File: src/rtl/hazard_pkg.sv
// hazard_pkg: shared types and constants for the pipeline hazard controller.
// Optional event counters in hazard_ctrl are enabled with `define HAZARD_CNT_EN.
package hazard_pkg;

   // Controller FSM: free-running, or holding PC while a control transfer resolves.
   typedef enum logic [0:0] {
      RUN    = 1'b0,
      J_WAIT = 1'b1
   } state_e;

   // x0 is hard-wired to zero, so a load into it never creates a dependency.
   localparam logic [4:0] REG_ZERO = 5'd0;

   // Default number of cycles PC is held after a jump/branch decodes in ID.
   localparam int RES_LAT_DEFAULT = 2;

endpackage

File: src/rtl/sat_cnt.sv
// sat_cnt: W-bit incrementer that sticks at all-ones instead of wrapping.
// Used by hazard_ctrl for its optional event counters (HAZARD_CNT_EN).
module sat_cnt #(
   parameter int W = 32
) (
   input  logic         clk,
   input  logic         rst_n,
   input  logic         inc_i,
   output logic [W-1:0] cnt_o
);

   logic [W-1:0] cnt_q;
   logic [W-1:0] cnt_d;

   // Next count: step by one on request, hold once saturated.
   always_comb begin
      cnt_d = cnt_q;
      if (inc_i && (cnt_q != '1)) begin
         cnt_d = cnt_q + 1'b1;
      end
   end

   // Count register, cleared asynchronously.
   always_ff @(posedge clk or negedge rst_n) begin
      if (!rst_n) begin
         cnt_q <= '0;
      end else begin
         cnt_q <= cnt_d;
      end
   end

   assign cnt_o = cnt_q;

endmodule

File: src/rtl/hazard_ctrl.sv
// hazard_ctrl: load-use detection between ID and EX, plus a fixed-latency PC
// hold after a jump/branch decodes in ID. Optional performance counters
// lu_cnt / j_cnt exist only when HAZARD_CNT_EN is defined.
module hazard_ctrl
   import hazard_pkg::*;
#(
   parameter int RES_LAT = RES_LAT_DEFAULT
) (
   input  logic        clk,
   input  logic        rst_n,
   input  logic        id_valid,
   input  logic [4:0]  id_rs1,
   input  logic [4:0]  id_rs2,
   input  logic        id_re1,
   input  logic        id_re2,
   input  logic        id_jump,
   input  logic        ex_valid,
   input  logic        ex_mem_read,
   input  logic [4:0]  ex_rd,
   output logic        stall,
   output logic        stall_j,
   output logic        bubble,
   output logic        flush_if,
   output logic        busy
`ifdef HAZARD_CNT_EN
   ,
   output logic [31:0] lu_cnt,
   output logic [31:0] j_cnt
`endif
);

   // Counter wide enough to hold RES_LAT; J_WAIT uses values RES_LAT-1 .. 1.
   localparam int                CNT_W    = $clog2(RES_LAT + 1);
   localparam logic [CNT_W-1:0]  CNT_LOAD = CNT_W'(RES_LAT - 1);
   localparam logic [CNT_W-1:0]  CNT_ONE  = CNT_W'(1);

   state_e           state_q;
   state_e           state_d;
   logic [CNT_W-1:0] cnt_q;
   logic [CNT_W-1:0] cnt_d;

   logic lu;
   logic jd;
   logic stall_raw;
   logic stall_j_raw;
   logic bubble_raw;
   logic flush_raw;
   logic busy_raw;

   // Load in EX whose result ID needs now; x0 never counts as a dependency.
   assign lu = ex_valid & ex_mem_read & (ex_rd != REG_ZERO) & id_valid &
               ((id_re1 & (id_rs1 == ex_rd)) | (id_re2 & (id_rs2 == ex_rd)));

   // A jump only counts once ID is free of a load-use hazard; otherwise it is
   // picked up again after the bubble goes in.
   assign jd = id_valid & id_jump & ~lu;

   // State and countdown registers.
   always_ff @(posedge clk or negedge rst_n) begin
      if (!rst_n) begin
         state_q <= RUN;
         cnt_q   <= '0;
      end else begin
         state_q <= state_d;
         cnt_q   <= cnt_d;
      end
   end

   // Next state: enter J_WAIT for the remaining RES_LAT-1 hold cycles.
   always_comb begin
      state_d = state_q;
      cnt_d   = cnt_q;
      case (state_q)
         RUN: begin
            if (jd && (RES_LAT > 1)) begin
               state_d = J_WAIT;
               cnt_d   = CNT_LOAD;
            end
         end
         J_WAIT: begin
            if (cnt_q == CNT_ONE) begin
               state_d = RUN;
               cnt_d   = '0;
            end else begin
               cnt_d = cnt_q - CNT_ONE;
            end
         end
         default: begin
            state_d = RUN;
            cnt_d   = '0;
         end
      endcase
   end

   // Strobes: in J_WAIT ID only carries flushed bubbles, so inputs are ignored.
   always_comb begin
      stall_raw   = 1'b0;
      stall_j_raw = 1'b0;
      bubble_raw  = 1'b0;
      flush_raw   = 1'b0;
      busy_raw    = 1'b0;
      case (state_q)
         RUN: begin
            if (lu) begin
               stall_raw  = 1'b1;
               bubble_raw = 1'b1;
            end else if (jd) begin
               stall_j_raw = 1'b1;
               flush_raw   = 1'b1;
            end
         end
         J_WAIT: begin
            stall_j_raw = 1'b1;
            flush_raw   = 1'b1;
            busy_raw    = 1'b1;
         end
         default: begin
            stall_raw = 1'b0;
         end
      endcase
   end

   // Everything goes quiet the instant reset is asserted, not at the next edge.
   assign stall    = stall_raw   & rst_n;
   assign stall_j  = stall_j_raw & rst_n;
   assign bubble   = bubble_raw  & rst_n;
   assign flush_if = flush_raw   & rst_n;
   assign busy     = busy_raw    & rst_n;

`ifdef HAZARD_CNT_EN
   logic j_event;

   // A jump is counted once, on the cycle it is accepted from RUN.
   assign j_event = jd & (state_q == RUN) & rst_n;

   sat_cnt #(.W(32)) u_lu_cnt (
      .clk   (clk),
      .rst_n (rst_n),
      .inc_i (stall),
      .cnt_o (lu_cnt)
   );

   sat_cnt #(.W(32)) u_j_cnt (
      .clk   (clk),
      .rst_n (rst_n),
      .inc_i (j_event),
      .cnt_o (j_cnt)
   );
`endif

endmodule

File: config.mk
export PLATFORM = sky130hd
export DESIGN_NAME = hazard_ctrl
export DESIGN_NICKNAME = d
export VERILOG_FILES = /design/src/rtl/hazard_pkg.sv /design/src/rtl/sat_cnt.sv /design/src/rtl/hazard_ctrl.sv
export SDC_FILE = /design/constraint.sdc
export NUM_CORES = 1
export LEC_CHECK = 0
export CAP_MARGIN = 5
export CORE_AREA = 2 2 39 41
export DETAILED_ROUTE_END_ITERATION = 7
export DIE_AREA = 0 0 41 43
export GPL_TIMING_DRIVEN = 0
export HOLD_SLACK_MARGIN = 0.12
export PLACE_DENSITY = 0.66
export SYNTH_ARGS = -nofsm -noshare
export SYNTH_HDL_FRONTEND = slang
export SYNTH_HIERARCHICAL = 1
export SYNTH_SLANG_ARGS = --single-unit
File: constraint.sdc
create_clock -name clk -period 1.6 [get_ports clk]
set_input_delay 0.32 -clock clk [delete_from_list [all_inputs] [get_ports clk]]
set_output_delay 0.32 -clock clk [all_outputs]
set_load 0.01 [all_outputs]
==> run_summary.xml <==
<?xml version="1.0" encoding="UTF-8"?>
<metrics>
  <group name="status">
    <metric name="outcome" unit="">finished, violations left</metric>
    <metric name="failed_checks" unit="">negative setup slack</metric>
  </group>
  <group name="clock_network">
    <metric name="tritoncts_clock_tree" unit="">done</metric>
    <metric name="cts_inserted_buffers" unit="">3</metric>
    <metric name="cts_root_buf" unit="">clkbuf_4</metric>
    <metric name="cts_sinks" unit="">3</metric>
    <metric name="clk_pin_slew_worst_paths" unit="ns">0.04</metric>
    <metric name="worst_skew_late_latency" unit="ns">0.24</metric>
    <metric name="htreeDepth" unit="">1</metric>
    <metric name="cts_max_path_buffers" unit="">2</metric>
  </group>
  <group name="setup_path">
    <metric name="depth_of_the_critical_timing_path_with_buffers_and_inverters_included" unit="">6</metric>
    <metric name="crit_buf_inv" unit="">3</metric>
    <metric name="r2r_cells" unit="">7</metric>
    <metric name="critical-path-max-stage-delay" unit="ns">0.39</metric>
    <metric name="timing.rr.start" unit="">state_q</metric>
    <metric name="setup.worst_path.class" unit="">reg2out</metric>
    <metric name="worst-endpoint-required" unit="ns">1.28</metric>
    <metric name="cp_cell_sequence" unit="">nand4b_1, a21oi_2, buf_4, a21oi_2, buf_4, buf_6</metric>
    <metric name="critical-path-slowest-cell" unit="">dfrtp_1</metric>
    <metric name="worst_setup_path_startpoint" unit="">state_q</metric>
    <metric name="reg2reg_setup_slack" unit="ns">0.21</metric>
    <metric name="critical_path.startpoint_type" unit="">register</metric>
    <metric name="cp_top_family" unit="">flip-flops</metric>
    <metric name="setup.worst_path.end" unit="">stall_j</metric>
    <metric name="worstPathArrival" unit="ns">1.40</metric>
    <metric name="setup.worst_path.end_class" unit="">output port</metric>
    <metric name="worstReg2RegEnd" unit="">cnt_q[1]</metric>
    <metric name="worst-path-max-fanout" unit="">3</metric>
  </group>
  <group name="drt">
    <metric name="route.antenna.remaining_nets" unit="">0</metric>
    <metric name="routed_wl" unit="um">1100</metric>
    <metric name="drt_first_pass_iters" unit="">4</metric>
    <metric name="first_iter_violations" unit="">2</metric>
    <metric name="routed-via-count" unit="">449</metric>
    <metric name="via_per_inst" unit="">4.45</metric>
    <metric name="drt-wirelength-per-cell" unit="um">10.9</metric>
    <metric name="detail_route.drc_violations" unit="">0</metric>
  </group>
  <group name="floorplan">
    <metric name="core" unit="um^2">1380</metric>
    <metric name="fp.dieArea" unit="um^2">1760</metric>
    <metric name="floorplan.die.width" unit="um">41</metric>
    <metric name="initial_core_util" unit="%">24.7</metric>
    <metric name="rows" unit="">14</metric>
    <metric name="die-height" unit="um">43</metric>
    <metric name="ioPinCount" unit="">28</metric>
  </group>
  <group name="place">
    <metric name="dp_hpwl" unit="um">753</metric>
    <metric name="placement.io_buffers" unit="">27</metric>
    <metric name="gp_routability_congestion" unit="">0.635</metric>
  </group>
  <group name="sta">
    <metric name="period_share" unit="%">108</metric>
    <metric name="fin_worst_skew" unit="ns">0.00135</metric>
    <metric name="setup_viol_count_final" unit="">4</metric>
    <metric name="finalCriticalPeriod" unit="ns">1.72</metric>
    <metric name="relSlewSlack" unit="%">83.0</metric>
    <metric name="finalHoldViolations" unit="">0</metric>
    <metric name="fmax" unit="GHz">0.581</metric>
    <metric name="tightestPinTransition" unit="ns">0.252</metric>
    <metric name="final_total_negative_setup_slack" unit="ns">-0.257</metric>
    <metric name="final_max_slew_viol_count" unit="">0</metric>
    <metric name="setup_repair_after_global_routing_missed_its_margin" unit="">true</metric>
    <metric name="setup_ws" unit="ns">-0.121</metric>
  </group>
  <group name="job">
    <metric name="cap_violations" unit="">0</metric>
  </group>
  <group name="synth">
    <metric name="synth.yosys.warnings" unit="">6</metric>
    <metric name="syn-num-nets" unit="">66</metric>
    <metric name="syn_inst" unit="">42</metric>
    <metric name="average_instance_area_after_synthesis" unit="um^2">8.13</metric>
    <metric name="postSynthRegisterBits" unit="">3</metric>
    <metric name="distinct_cell_type_count_after_synthesis" unit="">20</metric>
    <metric name="share_of_synthesized_area_occupied_by_flip_flops_and_latches" unit="%">22.0</metric>
    <metric name="synthesis.area" unit="um^2">342</metric>
  </group>
  <group name="global_routing">
    <metric name="grt_remaining_overflow" unit="">0</metric>
    <metric name="groute.usage.overall" unit="%">15.8</metric>
    <metric name="antenna_found_initial" unit="">0</metric>
    <metric name="number_of_global_route_vias_before_repair" unit="">469</metric>
    <metric name="grt_first_pass_wirelength" unit="um">1790</metric>
    <metric name="grt_max_degree" unit="">5</metric>
  </group>
  <group name="hold_path">
    <metric name="hp_class" unit="">reg2reg</metric>
  </group>
  <group name="power">
    <metric name="vdd.ir_drop.worst" unit="mV">0.392</metric>
    <metric name="total_leakage_power" unit="uW">0.000345</metric>
    <metric name="power_per_cell_area" unit="nW/um^2">906</metric>
    <metric name="power.total" unit="uW">636</metric>
  </group>
  <group name="layout">
    <metric name="multi_input_area" unit="um^2">253</metric>
    <metric name="flow.area_growth_from_synthesis" unit="%">105</metric>
    <metric name="filler_cell_count" unit="">150</metric>
    <metric name="final_layout_size_suffix_gt1_share" unit="%">41.2</metric>
    <metric name="antennaDiodeCount" unit="">0</metric>
    <metric name="seqCellArea" unit="um^2">75.1</metric>
    <metric name="commonest_cells_after_routing_fill_and_taps_aside" unit="">buf_4 (12), buf_2 (11), xnor2_1 (10), dlygate4sd2_1 (8), nand2_1 (6)</metric>
    <metric name="fin_nets" unit="">110</metric>
    <metric name="layout_commonest_cell" unit="">buf_4</metric>
  </group>
</metrics>
-- Yosys cell counts --
cell | n | area [um^2]
dfrtp_1 | 3 | 75.1
a21o_1 | 1 | 7.51
a21oi_2 | 1 | 8.76
o22ai_2 | 1 | 12.5
o21ai_0 | 2 | 10.0
buf_4 | 2 | 15.0
and2_1 | 2 | 12.5
nor3_1 | 1 | 5.00
nand2_1 | 6 | 22.5
a31oi_1 | 1 | 6.26
nand4_1 | 2 | 12.5
nand2b_1 | 1 | 6.26
ha_1 | 1 | 12.5
and3_1 | 1 | 6.26
xnor2_1 | 10 | 87.6
mux2_2 | 1 | 11.3
nor2_1 | 1 | 3.75
a21oi_1 | 2 | 10.0
inv_1 | 2 | 7.51
nand4b_1 | 1 | 8.76
-- registers in the layout, summed over array words and instances, names as in the netlist --
| register | flops |
|---|---|
| cnt_q | 2 |
| state_q | 1 |
-- stage by stage --
step | setup WS (ns) | util [%] | hold WS [ns] | instance area [um^2] | std cells
6_report | -0.121 | 50.7 | 0.561 | 702 | 101
5_1_grt | -0.208 | 50.7 | 0.603 | 702 | 101
4_1_cts | -0.129 | 49.9 | 0.565 | 691 | 100
3_5_place_dp | -0.984 | 45.7 | 0.554 | 632 | 85
3_3_place_gp | -0.989 | 45.7 | 0.547 | 632 | 85
2_1_floorplan | 0.105 | - | 0.0244 | 342 | 42
-- area by class of cell --
class	count	share of cell area, %
inverters	2	1.07
repair buffers	39	43.0
clock buffers	4	3.74
well taps	16	2.85
flip-flops and latches	3	10.7
multi-input cells	35	36.0
plain buffers	2	2.67
-- power breakdown --
| group | switching [uW] | internal [uW] |
|---|---|---|
| Clock | 41.2 | 93.6 |
| Combinational | 142 | 220 |
| Sequential | 26.8 | 113 |
-- worst min-delay path, cell delays in order, from the launching register on --
cell,delay (ns)
dfrtp_1,0.40
inv_1,0.06
a31oi_1,0.06
-- cell families after synthesis --
logic type,share of synthesized area [%]
compound gates,16.1
flops,22.0
fa+ha+maj,3.66
buf+inv,6.59
simple gates,22.7
mux,3.30
xor+xnor,25.6
-- how the worst min path moves through the flow --
stage	from	to	slack, ns	depth (start not counted)
detailed placement	rst_n	state_q	0.55	1
floorplan	rst_n	cnt_q[0]	0.02	0
global placement	rst_n	state_q	0.55	1
global route	cnt_q[0]	cnt_q[0]	0.60	2
CTS	cnt_q[0]	cnt_q[0]	0.57	2
finish	cnt_q[0]	cnt_q[0]	0.56	2
-- timing repair --
action | 4_1_cts | 5_1_grt
pin swaps | 17 | 3
gates resized for setup | 76 | 1
hold endpoints to repair | 3 | 0
setup buffers | 10 | 1
hold buffers | 1 | 0
endpoints found under the setup margin | 5 | 4
-- routing by layer --
layer / GRT usage, % / routed length (um) / vias to the layer above / part of all wire [%]
met3: 7.85 / 83 / 2 / 7.6
met1: 15.8 / 422 / 194 / 38
li1: - / - / 229 / -
met2: 25.3 / 576 / 24 / 53
met5: 0 / 0 / - / 0
met4: 8.00 / 14 / 0 / 1.3
Note: power is estimated with default switching activity, not from simulation.
